### config.mk
export PLATFORM = sky130hd
export DESIGN_NAME = hub75_capture
export DESIGN_NICKNAME = d
export VERILOG_FILES = /design/src/rtl/hub75_capture.sv
export SDC_FILE = /design/constraint.sdc
export NUM_CORES = 1
export LEC_CHECK = 0
export CAP_MARGIN = 30
export CORE_ASPECT_RATIO = 1.25
export CORE_UTILIZATION = 56
export CTS_BUF_LIST = sky130_fd_sc_hd__clkbuf_16
export CTS_CLUSTER_DIAMETER = 60
export DETAILED_ROUTE_END_ITERATION = 6
export MAX_ROUTING_LAYER = met4
export PLACE_DENSITY_LB_ADDON = 0.08
export SLEW_MARGIN = 20
export SYNTH_ARGS = -nofsm -noshare
export SYNTH_HDL_FRONTEND = slang
export SYNTH_SLANG_ARGS = --single-unit
### constraint.sdc
create_clock -name clk -period 2.3 [get_ports clk]
set_input_delay 0.575 -clock clk [delete_from_list [all_inputs] [get_ports clk]]
set_output_delay 0.575 -clock clk [all_outputs]
set_load 0.02 [all_outputs]
### src/rtl/hub75_capture.sv
// hub75_capture: HUB75 receive side. Synchronizes the panel pins, rebuilds each shifted row in a
// ping-pong line buffer and replays it as a pixel stream. Optional on-time counter: HUB75_CAPTURE_ONTIME_EN.
module hub75_capture #(
  parameter int COLS        = 32,
  parameter int ROWBITS     = 5,
  parameter int SYNC_STAGES = 2
) (
  input  logic               clk,
  input  logic               reset_n,
  input  logic               in_sclk,
  input  logic               in_latch,
  input  logic               in_blank,
  input  logic [ROWBITS-1:0] in_addr,
  input  logic [2:0]         in_rgb1,
  input  logic [2:0]         in_rgb2,
  output logic               pix_valid,
  output logic [4:0]         pix_col,
  output logic [ROWBITS-1:0] pix_row,
  output logic [2:0]         pix_rgb1,
  output logic [2:0]         pix_rgb2,
  output logic               row_done,
  output logic               frame_start,
`ifdef HUB75_CAPTURE_ONTIME_EN
  output logic [15:0]        on_time,
`endif
  output logic               overrun
);

  // state   | meaning
  // S_IDLE  | waiting for a latch
  // S_DRAIN | replaying line[drain_bank], one pixel per clk
  // S_DONE  | last pixel sent, pulse row_done
  typedef enum logic [1:0] {S_IDLE, S_DRAIN, S_DONE} state_t;

  localparam int         AW     = (COLS > 1) ? $clog2(COLS) : 1;
  localparam logic [5:0] COLS_C = 6'(COLS);
`ifdef HUB75_CAPTURE_ONTIME_EN
  localparam int         NB     = ROWBITS + 9;
`else
  localparam int         NB     = ROWBITS + 8;
`endif

  logic [NB-1:0] w_pins;
`ifdef HUB75_CAPTURE_ONTIME_EN
  assign w_pins = {in_blank, in_sclk, in_latch, in_addr, in_rgb1, in_rgb2};
`else
  logic w_unused_blank;
  assign w_unused_blank = in_blank;
  assign w_pins = {in_sclk, in_latch, in_addr, in_rgb1, in_rgb2};
`endif

  // Data and strobes share one synchronizer chain so they stay aligned with the edge detect.
  logic [NB-1:0] r_sync [SYNC_STAGES];
  always_ff @(posedge clk or negedge reset_n) begin
    if (!reset_n) begin
      for (int i = 0; i < SYNC_STAGES; i++) r_sync[i] <= '0;
    end else begin
      r_sync[0] <= w_pins;
      for (int i = 1; i < SYNC_STAGES; i++) r_sync[i] <= r_sync[i-1];
    end
  end

  logic [NB-1:0]      w_s;
  logic               w_s_sclk, w_s_latch;
  logic [ROWBITS-1:0] w_s_addr;
  logic [2:0]         w_s_rgb1, w_s_rgb2;
  assign w_s       = r_sync[SYNC_STAGES-1];
  assign w_s_sclk  = w_s[ROWBITS+7];
  assign w_s_latch = w_s[ROWBITS+6];
  assign w_s_addr  = w_s[ROWBITS+5:6];
  assign w_s_rgb1  = w_s[5:3];
  assign w_s_rgb2  = w_s[2:0];

  logic r_sclk_d, r_latch_d;
  always_ff @(posedge clk or negedge reset_n) begin
    if (!reset_n) begin
      r_sclk_d  <= 1'b0;
      r_latch_d <= 1'b0;
    end else begin
      r_sclk_d  <= w_s_sclk;
      r_latch_d <= w_s_latch;
    end
  end

  logic       w_sclk_rise, w_latch_rise, w_shift_ok;
  logic [5:0] r_shift_cnt, w_cnt_next;
  logic       r_wr_bank;
  assign w_sclk_rise  = w_s_sclk & ~r_sclk_d;
  assign w_latch_rise = w_s_latch & ~r_latch_d;
  assign w_shift_ok   = w_sclk_rise && (r_shift_cnt != COLS_C);
  assign w_cnt_next   = w_shift_ok ? r_shift_cnt + 6'd1 : r_shift_cnt;

  logic [5:0] r_line [2][COLS];
  always_ff @(posedge clk) begin
    if (w_shift_ok) r_line[r_wr_bank][r_shift_cnt[AW-1:0]] <= {w_s_rgb1, w_s_rgb2};
  end

  state_t             r_state;
  logic               r_drain_bank, r_fs_pend;
  logic [5:0]         r_drain_len;
  logic [4:0]         r_idx;
  logic [ROWBITS-1:0] r_drain_row, r_last_row;
  logic [5:0]         w_rd;
  logic               w_last;
  assign w_rd   = r_line[r_drain_bank][r_idx[AW-1:0]];
  assign w_last = ({1'b0, r_idx} == (r_drain_len - 6'd1));

  always_ff @(posedge clk or negedge reset_n) begin
    if (!reset_n) begin
      r_state      <= S_IDLE;
      r_shift_cnt  <= '0;
      r_wr_bank    <= 1'b0;
      r_drain_bank <= 1'b0;
      r_drain_len  <= '0;
      r_drain_row  <= '0;
      r_last_row   <= '1;
      r_fs_pend    <= 1'b0;
      r_idx        <= '0;
      pix_valid    <= 1'b0;
      pix_col      <= '0;
      pix_row      <= '0;
      pix_rgb1     <= '0;
      pix_rgb2     <= '0;
      row_done     <= 1'b0;
      frame_start  <= 1'b0;
      overrun      <= 1'b0;
    end else begin
      pix_valid   <= 1'b0;
      row_done    <= 1'b0;
      frame_start <= 1'b0;
      if (w_sclk_rise) begin
        if (r_shift_cnt == COLS_C) overrun <= 1'b1;
        else                       r_shift_cnt <= r_shift_cnt + 6'd1;
      end
      if (r_state == S_DONE) row_done <= 1'b1;
      if (w_latch_rise) begin
        // The shift of this same cycle (if any) belongs to the row being latched.
        r_drain_bank <= r_wr_bank;
        r_wr_bank    <= ~r_wr_bank;
        r_drain_len  <= w_cnt_next;
        r_shift_cnt  <= '0;
        r_drain_row  <= w_s_addr;
        r_last_row   <= w_s_addr;
        r_fs_pend    <= (w_s_addr == '0) && (r_last_row != '0);
        r_idx        <= '0;
        r_state      <= S_DRAIN;
        if (r_state == S_DRAIN) overrun <= 1'b1;
      end else begin
        case (r_state)
          S_DRAIN: begin
            if (r_drain_len == 6'd0) begin
              row_done    <= 1'b1;
              frame_start <= r_fs_pend;
              r_state     <= S_IDLE;
            end else begin
              pix_valid   <= 1'b1;
              pix_col     <= r_idx;
              pix_row     <= r_drain_row;
              pix_rgb1    <= w_rd[5:3];
              pix_rgb2    <= w_rd[2:0];
              frame_start <= (r_idx == 5'd0) && r_fs_pend;
              if (w_last) r_state <= S_DONE;
              else        r_idx   <= r_idx + 5'd1;
            end
          end
          S_DONE:  r_state <= S_IDLE;
          default: r_state <= S_IDLE;
        endcase
      end
    end
  end

`ifdef HUB75_CAPTURE_ONTIME_EN
  logic        w_s_blank;
  logic [15:0] r_on_cnt;
  assign w_s_blank = w_s[ROWBITS+8];
  always_ff @(posedge clk or negedge reset_n) begin
    if (!reset_n) begin
      r_on_cnt <= '0;
      on_time  <= '0;
    end else if (w_latch_rise) begin
      on_time  <= r_on_cnt;
      r_on_cnt <= '0;
    end else if (!w_s_blank && (r_on_cnt != 16'hFFFF)) begin
      r_on_cnt <= r_on_cnt + 16'd1;
    end
  end
`endif

endmodule

-- Word-level counts from Yosys, hierarchy flattened
Memory sizes are Yosys's and may differ from the RTL's.
Index checks and enable logic that the tools add are counted.
Widths: inputs -> output; s select.
- mux-type cells: 33
- bitwise logic cells: 9
- reduce and logical (&&, ||, !) cells: 13
- magnitude comparators: 3
- $add $sub $neg: 3
- eq/ne operators: 9
- operators by type and width (cell ; number):
    $mux 192 ; 1
    $mux 6 ; 7
    $bmux 6 s5 ; 1
    $demux 6 s5 ; 1
    $mux 5 ; 4
    $mux 1 ; 15
    $ge 6x6->1 const B ; 2
    $not 5->6 ; 2
    $logic_not 5->1 ; 2
    $mux 2 ; 4
    $add 6x1->6 const B ; 1
    $eq 5x6->1 ; 1
    $eq 6x6->1 const B ; 1
    $logic_not 6->1 ; 1
    $lt 6x1->1 const B ; 1
    $ne 2x2->1 const B ; 3
    $ne 6x6->1 const B ; 1
    $reduce_and 3->1 ; 2
    $sub 6x1->6 const B ; 1
    $add 5x1->5 const B ; 1
    $not 1->1 ; 5
    $reduce_bool 5->1 ; 1
    $logic_and 1x1->1 ; 4
    $ne 4x3->1 const B ; 1
    other kinds (5) ; 7
- word-level logic and storage cells: 92
- register bits after elaboration: 80
- output and inout bits: 20
- bits in writable memories: 384
- memories kept: 1
- bits of input ports: 16
- memory list (name ; depth ; bits a word ; read ports ; clocked after memory_dff ; wr ports ; line ; text):
    r_line ; 2 ; 192 ; 1 ; 0 ; 1 ; 93 ; logic [5:0] r_line [2][COLS];

-- Longest topological paths before layout
Gate-level depths: netlist of the first run.
- depth in word-level cells: 6
- gate-level depth with buffers: 10
- gate-level depth less buffers: 8

-- Least setup slack after synthesis of the first run
No wires, ideal clock.
- path type: reg2reg
- from: reg r_shift_cnt[0]
- to: mem r_line[0][144] in the netlist's numbering, enable pin
- period minus slack after synthesis: 2305 ps
- setup time: 377 ps
- arrival: 1928 ps
- stages on the path, launching flop included: 9
- slack: -5 ps
- data required time: 1923 ps
- cell sequence: dfrtp_1 inv_1 ha_1 nand2_1 o21ba_1 buf_2 and2b_1 nand3_1 nor3_1
- cells in the longest elaborated chain, start to end: 6
- elaborated cells between the ends (all ways): 10
- classes of those cells: 2 x order compare; 1 x eq/ne; 4 x mux; 1 x bitwise; 2 x reduce/logical
- RTL lines (what ; line ; text):
    start: declaration ; 86 ; logic [5:0] r_shift_cnt, w_cnt_next;
    start signal: assignment ; 133 ; else r_shift_cnt <= r_shift_cnt + 6'd1;
    $not 5->6 (not written as such) ; 95 ; if (w_shift_ok) r_line[r_wr_bank][r_shift_cnt[AW-1:0]] <= {w_s_rgb1, w_s_rgb2};
    $ge 6x6->1 (not written as such) / $lt 6x1->1 (equally long branches) ; 95 ;
    $logic_and 1x1->1 (not written as such) ; 95 ;
    $mux 6 (not written as such) ; 95 ;
    $demux 6 s5 ; 95 ;
    $mux 192 (not written as such) (*) ; 95 ;
    end: declaration ; 93 ;
Mark *: on every way between the ends. The rest lies on a longest branch, timed or not.

-- Worst setup path after layout of the first run
- from: reg r_shift_cnt[0]
- to: mem r_line[0][154] in the netlist's numbering, enable pin
The elaborated chain is that of the path after synthesis.

==> results of run 1 <==
## cell type report
type,instances,area (um2)
Inverter,8,30.0
Clock inverter,33,189
Sequential cell,464,13600
Multi-Input combinational cell,486,4310
Tap cell,412,515
Timing Repair Buffer,124,1220
Clock buffer,46,1150
Fill cell,2201,10800
## Yosys cell counts (all sizes together) (2+ instances only)
library cell	instances
a21oi	17
nand4	4
o22ai	13
dfrtp	75
ha	8
o21ai	31
o221ai	13
nand3	24
nand3b	6
o41ai	2
mux4	71
or4	2
nor3	4
nand2b	6
edfxtp	384
dfstp	5
or2	4
nor2b	4
and2	3
xnor2	9
mux2i	75
nor2	80
a211oi	12
clkbuf	26
buf	30
xor2	5
inv	8
nand2	81
## timing repair
| action | 4_1_cts | 5_1_grt |
|---|---|---|
| gates cloned | 0 | 0 |
| pin swaps | 0 | 3 |
| setup buffers | 0 | 2 |
| endpoints found under the hold margin | 17 | 0 |
| setup endpoints to repair | 20 | 269 |
| hold buffers | 1 | 0 |
| gates resized for setup | 5 | 41 |
## layer usage
layer,global-route usage,routed length [um],vias to the layer above,share of wire
met3,0.0376,2010,60,0.054
met1,0.314,15000,4710,0.40
met4,0.0708,965,0,0.026
met2,0.409,19400,267,0.52
li1,-,-,4170,-
met5,-,0,-,0
## cells in the final DEF, fill, tap and decap left out, types with 24 or more instances in the layout
master	Yosys	routed
buf_4	3	74
clkdlybuf4s50_1	0	33
dfrtp_1	75	66
mux2i_1	75	74
edfxtp_1	384	384
nor2_1	80	44
inv_1	6	24
mux4_2	71	71
nand2_1	75	74
o21ai_0	28	26
nor2_2	0	36
clkbuf_16	0	46
## worst max-delay path, delay by kind of cell (launching register included)
kind                       cells  cell delay (ns)
and+or+nand+nor                4             1.12
DFF                            1             0.35
adders and majority gates      1             0.22
AOI/OAI and AO/OA              1             0.18
buffers and inverters          1             0.06
## worst paths after layout
path                                 from              to  depth (start not counted)
max                        r_shift_cnt[0]  r_line[0][154]                          7
min                            r_sync[17]          w_s[4]                          0
max reg2reg                r_shift_cnt[0]  r_line[0][154]                          7
min reg2reg                    r_sync[17]          w_s[4]                          0
max in group asynchronous         reset_n   r_last_row[3]                          3
min in group asynchronous         reset_n      r_sync[18]                          2
## registers in the layout, indices dropped and copies added (netlist names)
name and count:
pix_col 5, r_idx 5, overrun 1, r_line 384, pix_rgb1 3, r_sync 13
w_s 13, r_fs_pend 1, r_drain_row 5, pix_valid 1, pix_row 5, frame_start 1
r_shift_cnt 6, r_latch_d 1, r_sclk_d 1, r_drain_bank 1, r_last_row 5, r_drain_len 6
r_state 2, r_wr_bank 1, pix_rgb2 3, row_done 1
## cells by family (layout without fill, tap and decap cells)
family | count (synthesis) | count (layout) | synth area share
mux | 146 | 146 | 0.130
xor+xnor | 14 | 14 | 0.00678
flops | 464 | 464 | 0.749
compound gates | 95 | 95 | 0.0338
simple gates | 223 | 223 | 0.0551
fa+ha+maj | 8 | 8 | 0.00554
buf+inv | 64 | 211 | 0.0198
## per-stage QoR
stage	instances	hold WS [ns]	setup TNS, ns	instance area, um2
global placement	1491	0.334	0	19500
finish	1573	0.346	0	21000
floorplan	1014	0.279	0	18100
CTS	1571	0.345	-0.00410	20800
detailed placement	1491	0.336	-0.299	19500
global route	1573	0.354	-4.27	21000
## power groups by stage
stage          logic [mW]  clock network, mW  registers [mW]
2_1_floorplan        2.82                  0            9.87
3_3_place_gp         4.53                  0            9.83
3_5_place_dp         4.58                  0            9.84
4_1_cts              4.59               6.86            9.67
5_1_grt              4.90               7.19            9.69
6_report             4.59               6.72            9.67
==> flow_summary.ini, run 1 <==
[cells_and_area]
postLayoutCoreUtil = 0.660
drive_gt1_frac = 0.252
nNetsFinal = 1152
area_growth_pct = 16.0
diodes = 0

[critical_path]
path_cells = inv_1 > ha_1 > nand2_1 > o21ba_1 > and2b_1 > nand2_2 > nor2_1
crit_arrival_ns = 2.47
worstPathRequired_ns = 2.48
slowest_delay_ns = 0.51
critPathMaxFanout = 8
r2r_slack_ns = 0.007
cp-end-kind = flop
worst-setup-path-type = reg2reg
critPathSlowestCell = nor2_1
cp-start-kind = flop

[logic_synthesis]
syn_nets = 1038
synth_seq_cells = 464
syn_inst = 1014
synth_edf_count = 384
yosys.area.top_type = edfxtp_1
synth.avg_cell_area_um2 = 17.8
ys_types = 49
async_flop_share = 0.172
yosysSeqAreaShare = 0.749
yosysTopAreaCellShare = 0.638
syn_area_mm2 = 0.0181
synth.top_cells.by_area = edfxtp_1 64%, dfrtp_1 10%, mux4_2 8.8%
synth.yosys.warnings = 0
yosys_most_used_dff = edfxtp_1

[power]
pwr-share-clk = 0.320
power.internal_mw = 15.4
power_density_mw_per_mm2 = 1000
total_power_mw = 21.0
power_frac_comb = 0.219
p_seq_frac = 0.461
switchingPower_mw = 5.55
peakVddDrop_mv = 0.762
swShare = 0.264
p_leak_nw = 7.28

[timing]
setup_viol = 0
fmax_ghz = 0.436
rsz0062_at_grt = true
period_needed_ns = 2.29
slew_viol_final = 0
worst_pin_slew_ns = 0.704
hold_viol = 0
skew_ns = 0.0207
worst_slack_ns = 0.00709
period_share = 0.997
relSlewSlack = 0.531

[floorplan]
start_util = 0.569
rows = 73
core_mm2 = 0.0318
boundaryPins = 36
die_y_um = 203
die_x_um = 163
die-area_mm2 = 0.0330

[min_path]
hp-class = reg2reg

[drt]
ant_nets = 0
wirelength_um = 37400
remaining_drc_errors = 0
dr.pass1.iters = 6
vias = 9207
routedWlPerCell_um = 23.8
viasPerCell = 5.85
drt_iter0_markers = 780

[grt]
grt_max_degree = 65
grt_pass1_wl_um = 56700
grt_pass1_vias = 9400
overflow = 0
antenna_found_initial = 0
grt.total_usage = 0.246

[run_status]
status = completed

[place]
place.gp.congestion = 0.824
place.detailed.hpwl_um = 24400
port_buffers = 34
post-place-ws_ns = -0.0294

[clocking]
cts_tree = yes
clock_sinks = 464
clockBufferDepth = 3
clk_pin_slew_ns = 0.06
cts_buffers = 44
clkLatencyLatePin_ns = 0.55
htree_levels = 2
cts_root_buffer = clkbuf_16

[flow_run]
max-cap-violations = 0
Note: power is estimated with default switching activity, not from simulation.
==> run 2: changes to the inputs <==
- MAX_ROUTING_LAYER: met4 -> not set
==> run 2 against run 1 <==
  * The flow now finishes with violations (setup timing)
  * Die area unchanged
  * Combinational power about the same
  * Worst hold slack better by 0.00070 ns
  * Clock-buffer cell count is the same
  * Global-route usage fell by 0.73 points
  * Non-clock buffer count is the same
  * Setup slack worse by 0.018 ns
  * Routed wire length shrank 0.11%
  * Clock skew down 0.00061 ns
  * Sequential power about the same
  * Critical path depth unchanged
  * Core utilization unchanged
==> flow_summary.ini, run 2 (synthesis results as in run 1) <==
[timing]
relSlewSlack = 0.525
slew_viol_final = 0
hold_viol = 0
worst_pin_slew_ns = 0.713
fin_hold_ws_ns = 0.347
setup_viol = 6
fmax_ghz = 0.433
skew_ns = 0.0201
period_needed_ns = 2.31
period_share = 1.00
worst_slack_ns = -0.0109
rsz0062_at_grt = true

[place]
place.gp.congestion = 0.812
port_buffers = 34
post-place-ws_ns = -0.0294
place.detailed.hpwl_um = 24400

[critical_path]
crit_arrival_ns = 2.49
slowest_delay_ns = 0.53
cp-start-kind = flop
path_cells = inv_1 > ha_1 > nand2_1 > o21ba_1 > and2b_1 > nand2_2 > nor2_1
critPathSlowestCell = nor2_1
worstPathRequired_ns = 2.48
critPathMaxFanout = 8
cp-end-kind = flop
worst-setup-path-type = reg2reg

[power]
swShare = 0.264
total_power_mw = 21.0
switchingPower_mw = 5.54
power_density_mw_per_mm2 = 1000
peakVddDrop_mv = 0.763
p_leak_nw = 7.28
p_seq_frac = 0.461
power.internal_mw = 15.4
pwr-share-clk = 0.320
power_frac_comb = 0.219

[floorplan]
core_mm2 = 0.0318
start_util = 0.569
die-area_mm2 = 0.0330
die_y_um = 203
rows = 73
die_x_um = 163
boundaryPins = 36

[min_path]
hp-class = reg2reg

[drt]
drt_iter0_markers = 861
wirelength_um = 37300
vias = 9182
remaining_drc_errors = 0
ant_nets = 0
viasPerCell = 5.84
routedWlPerCell_um = 23.7
dr.pass1.iters = 5

[cells_and_area]
nNetsFinal = 1152
diodes = 0
area_growth_pct = 16.0
drive_gt1_frac = 0.252
fill_cells = 2201
largest_reg_flops = 384
mostFrequentLayoutCells = 384 x edfxtp_1, 74 x nand2_1, 74 x mux2i_1, 74 x buf_4, 71 x mux4_2
final_common_cell = edfxtp_1
postLayoutCoreUtil = 0.660

[clocking]
htree_levels = 2
cts_tree = yes
cts_buffers = 44
cts_root_buffer = clkbuf_16
clock_sinks = 464
clkLatencyLatePin_ns = 0.55
clk_pin_slew_ns = 0.06
clockBufferDepth = 3

[flow_run]
max-cap-violations = 0

[grt]
overflow = 0
grt.total_usage = 0.238
grt_pass1_vias = 9401
grt_max_degree = 65
antenna_found_initial = 0
grt_pass1_wl_um = 56800

[run_status]
violations = setup timing
status = complete, but fails checks
==> run 2: area by class of cell <==
cell class                 count  area [um2]  share of cell area
multi-input combinational    486        4310               0.206
timing repair buffer         124        1220              0.0580
clock buffer                  46        1150              0.0549
tap                          412         515              0.0246
sequential                   464       13600               0.647
clock inverter                33         189             0.00901
inverter                       8        30.0             0.00143
==> run 2: through the flow <==
step           area (um2)  cells  TNS (ns)
6_report            21000   1573   -0.0494
5_1_grt             21000   1573     -4.27
4_1_cts             20800   1571  -0.00410
3_5_place_dp        19500   1491    -0.299
3_3_place_gp        19500   1491         0
2_1_floorplan       18100   1014         0
==> run 2: final timing paths <==
check / startpoint / to / slack [ns] / depth (start not counted)
worst max register to register: r_shift_cnt[0] / r_line[0][154] / -0.01 / 7
worst min-delay path: r_sync[17] / w_s[4] / 0.35 / 0
min in group asynchronous: reset_n / pix_rgb1[2] / 0.44 / 2
worst min register to register: r_sync[17] / w_s[4] / 0.35 / 0
max in group asynchronous: reset_n / r_last_row[3] / 1.21 / 3
worst max-delay path: r_shift_cnt[0] / r_line[0][154] / -0.01 / 7
==> run 2: worst max-delay path: cells and delay by family (launching register included) <==
kind                     cells  cell delay [ns]
AND/OR/NAND/NOR              4             1.15
flip-flops                   1             0.35
adder cells (fa/ha/maj)      1             0.22
AO/OA/AOI/OAI                1             0.18
buffers and inverters        1             0.06
==> run 2: timing repair <==
action,in CTS,in global routing
setup endpoints to repair,20,270
pin swaps,0,3
resized for setup,5,41
endpoints found under the hold margin,17,0
hold buffers,1,0
setup buffers,0,2
==> run 2: power groups by stage <==
| stage | sequential (mW) | combinational [mW] | clock (mW) |
|---|---|---|---|
| final | 9.67 | 4.59 | 6.72 |
| after global routing | 9.69 | 4.90 | 7.19 |
| after CTS | 9.67 | 4.59 | 6.86 |
| after detailed placement | 9.84 | 4.58 | 0 |
| after global placement | 9.83 | 4.53 | 0 |
| after floorplan | 9.87 | 2.82 | 0 |
==> run 2: routing by layer <==
metal | wire, um | global-route usage | vias to the layer above
met4 | 970 | 0.0708 | 0
met5 | 0 | 0 | -
met3 | 2110 | 0.0376 | 58
li1 | - | - | 4167
met2 | 19400 | 0.409 | 264
met1 | 14800 | 0.314 | 4693
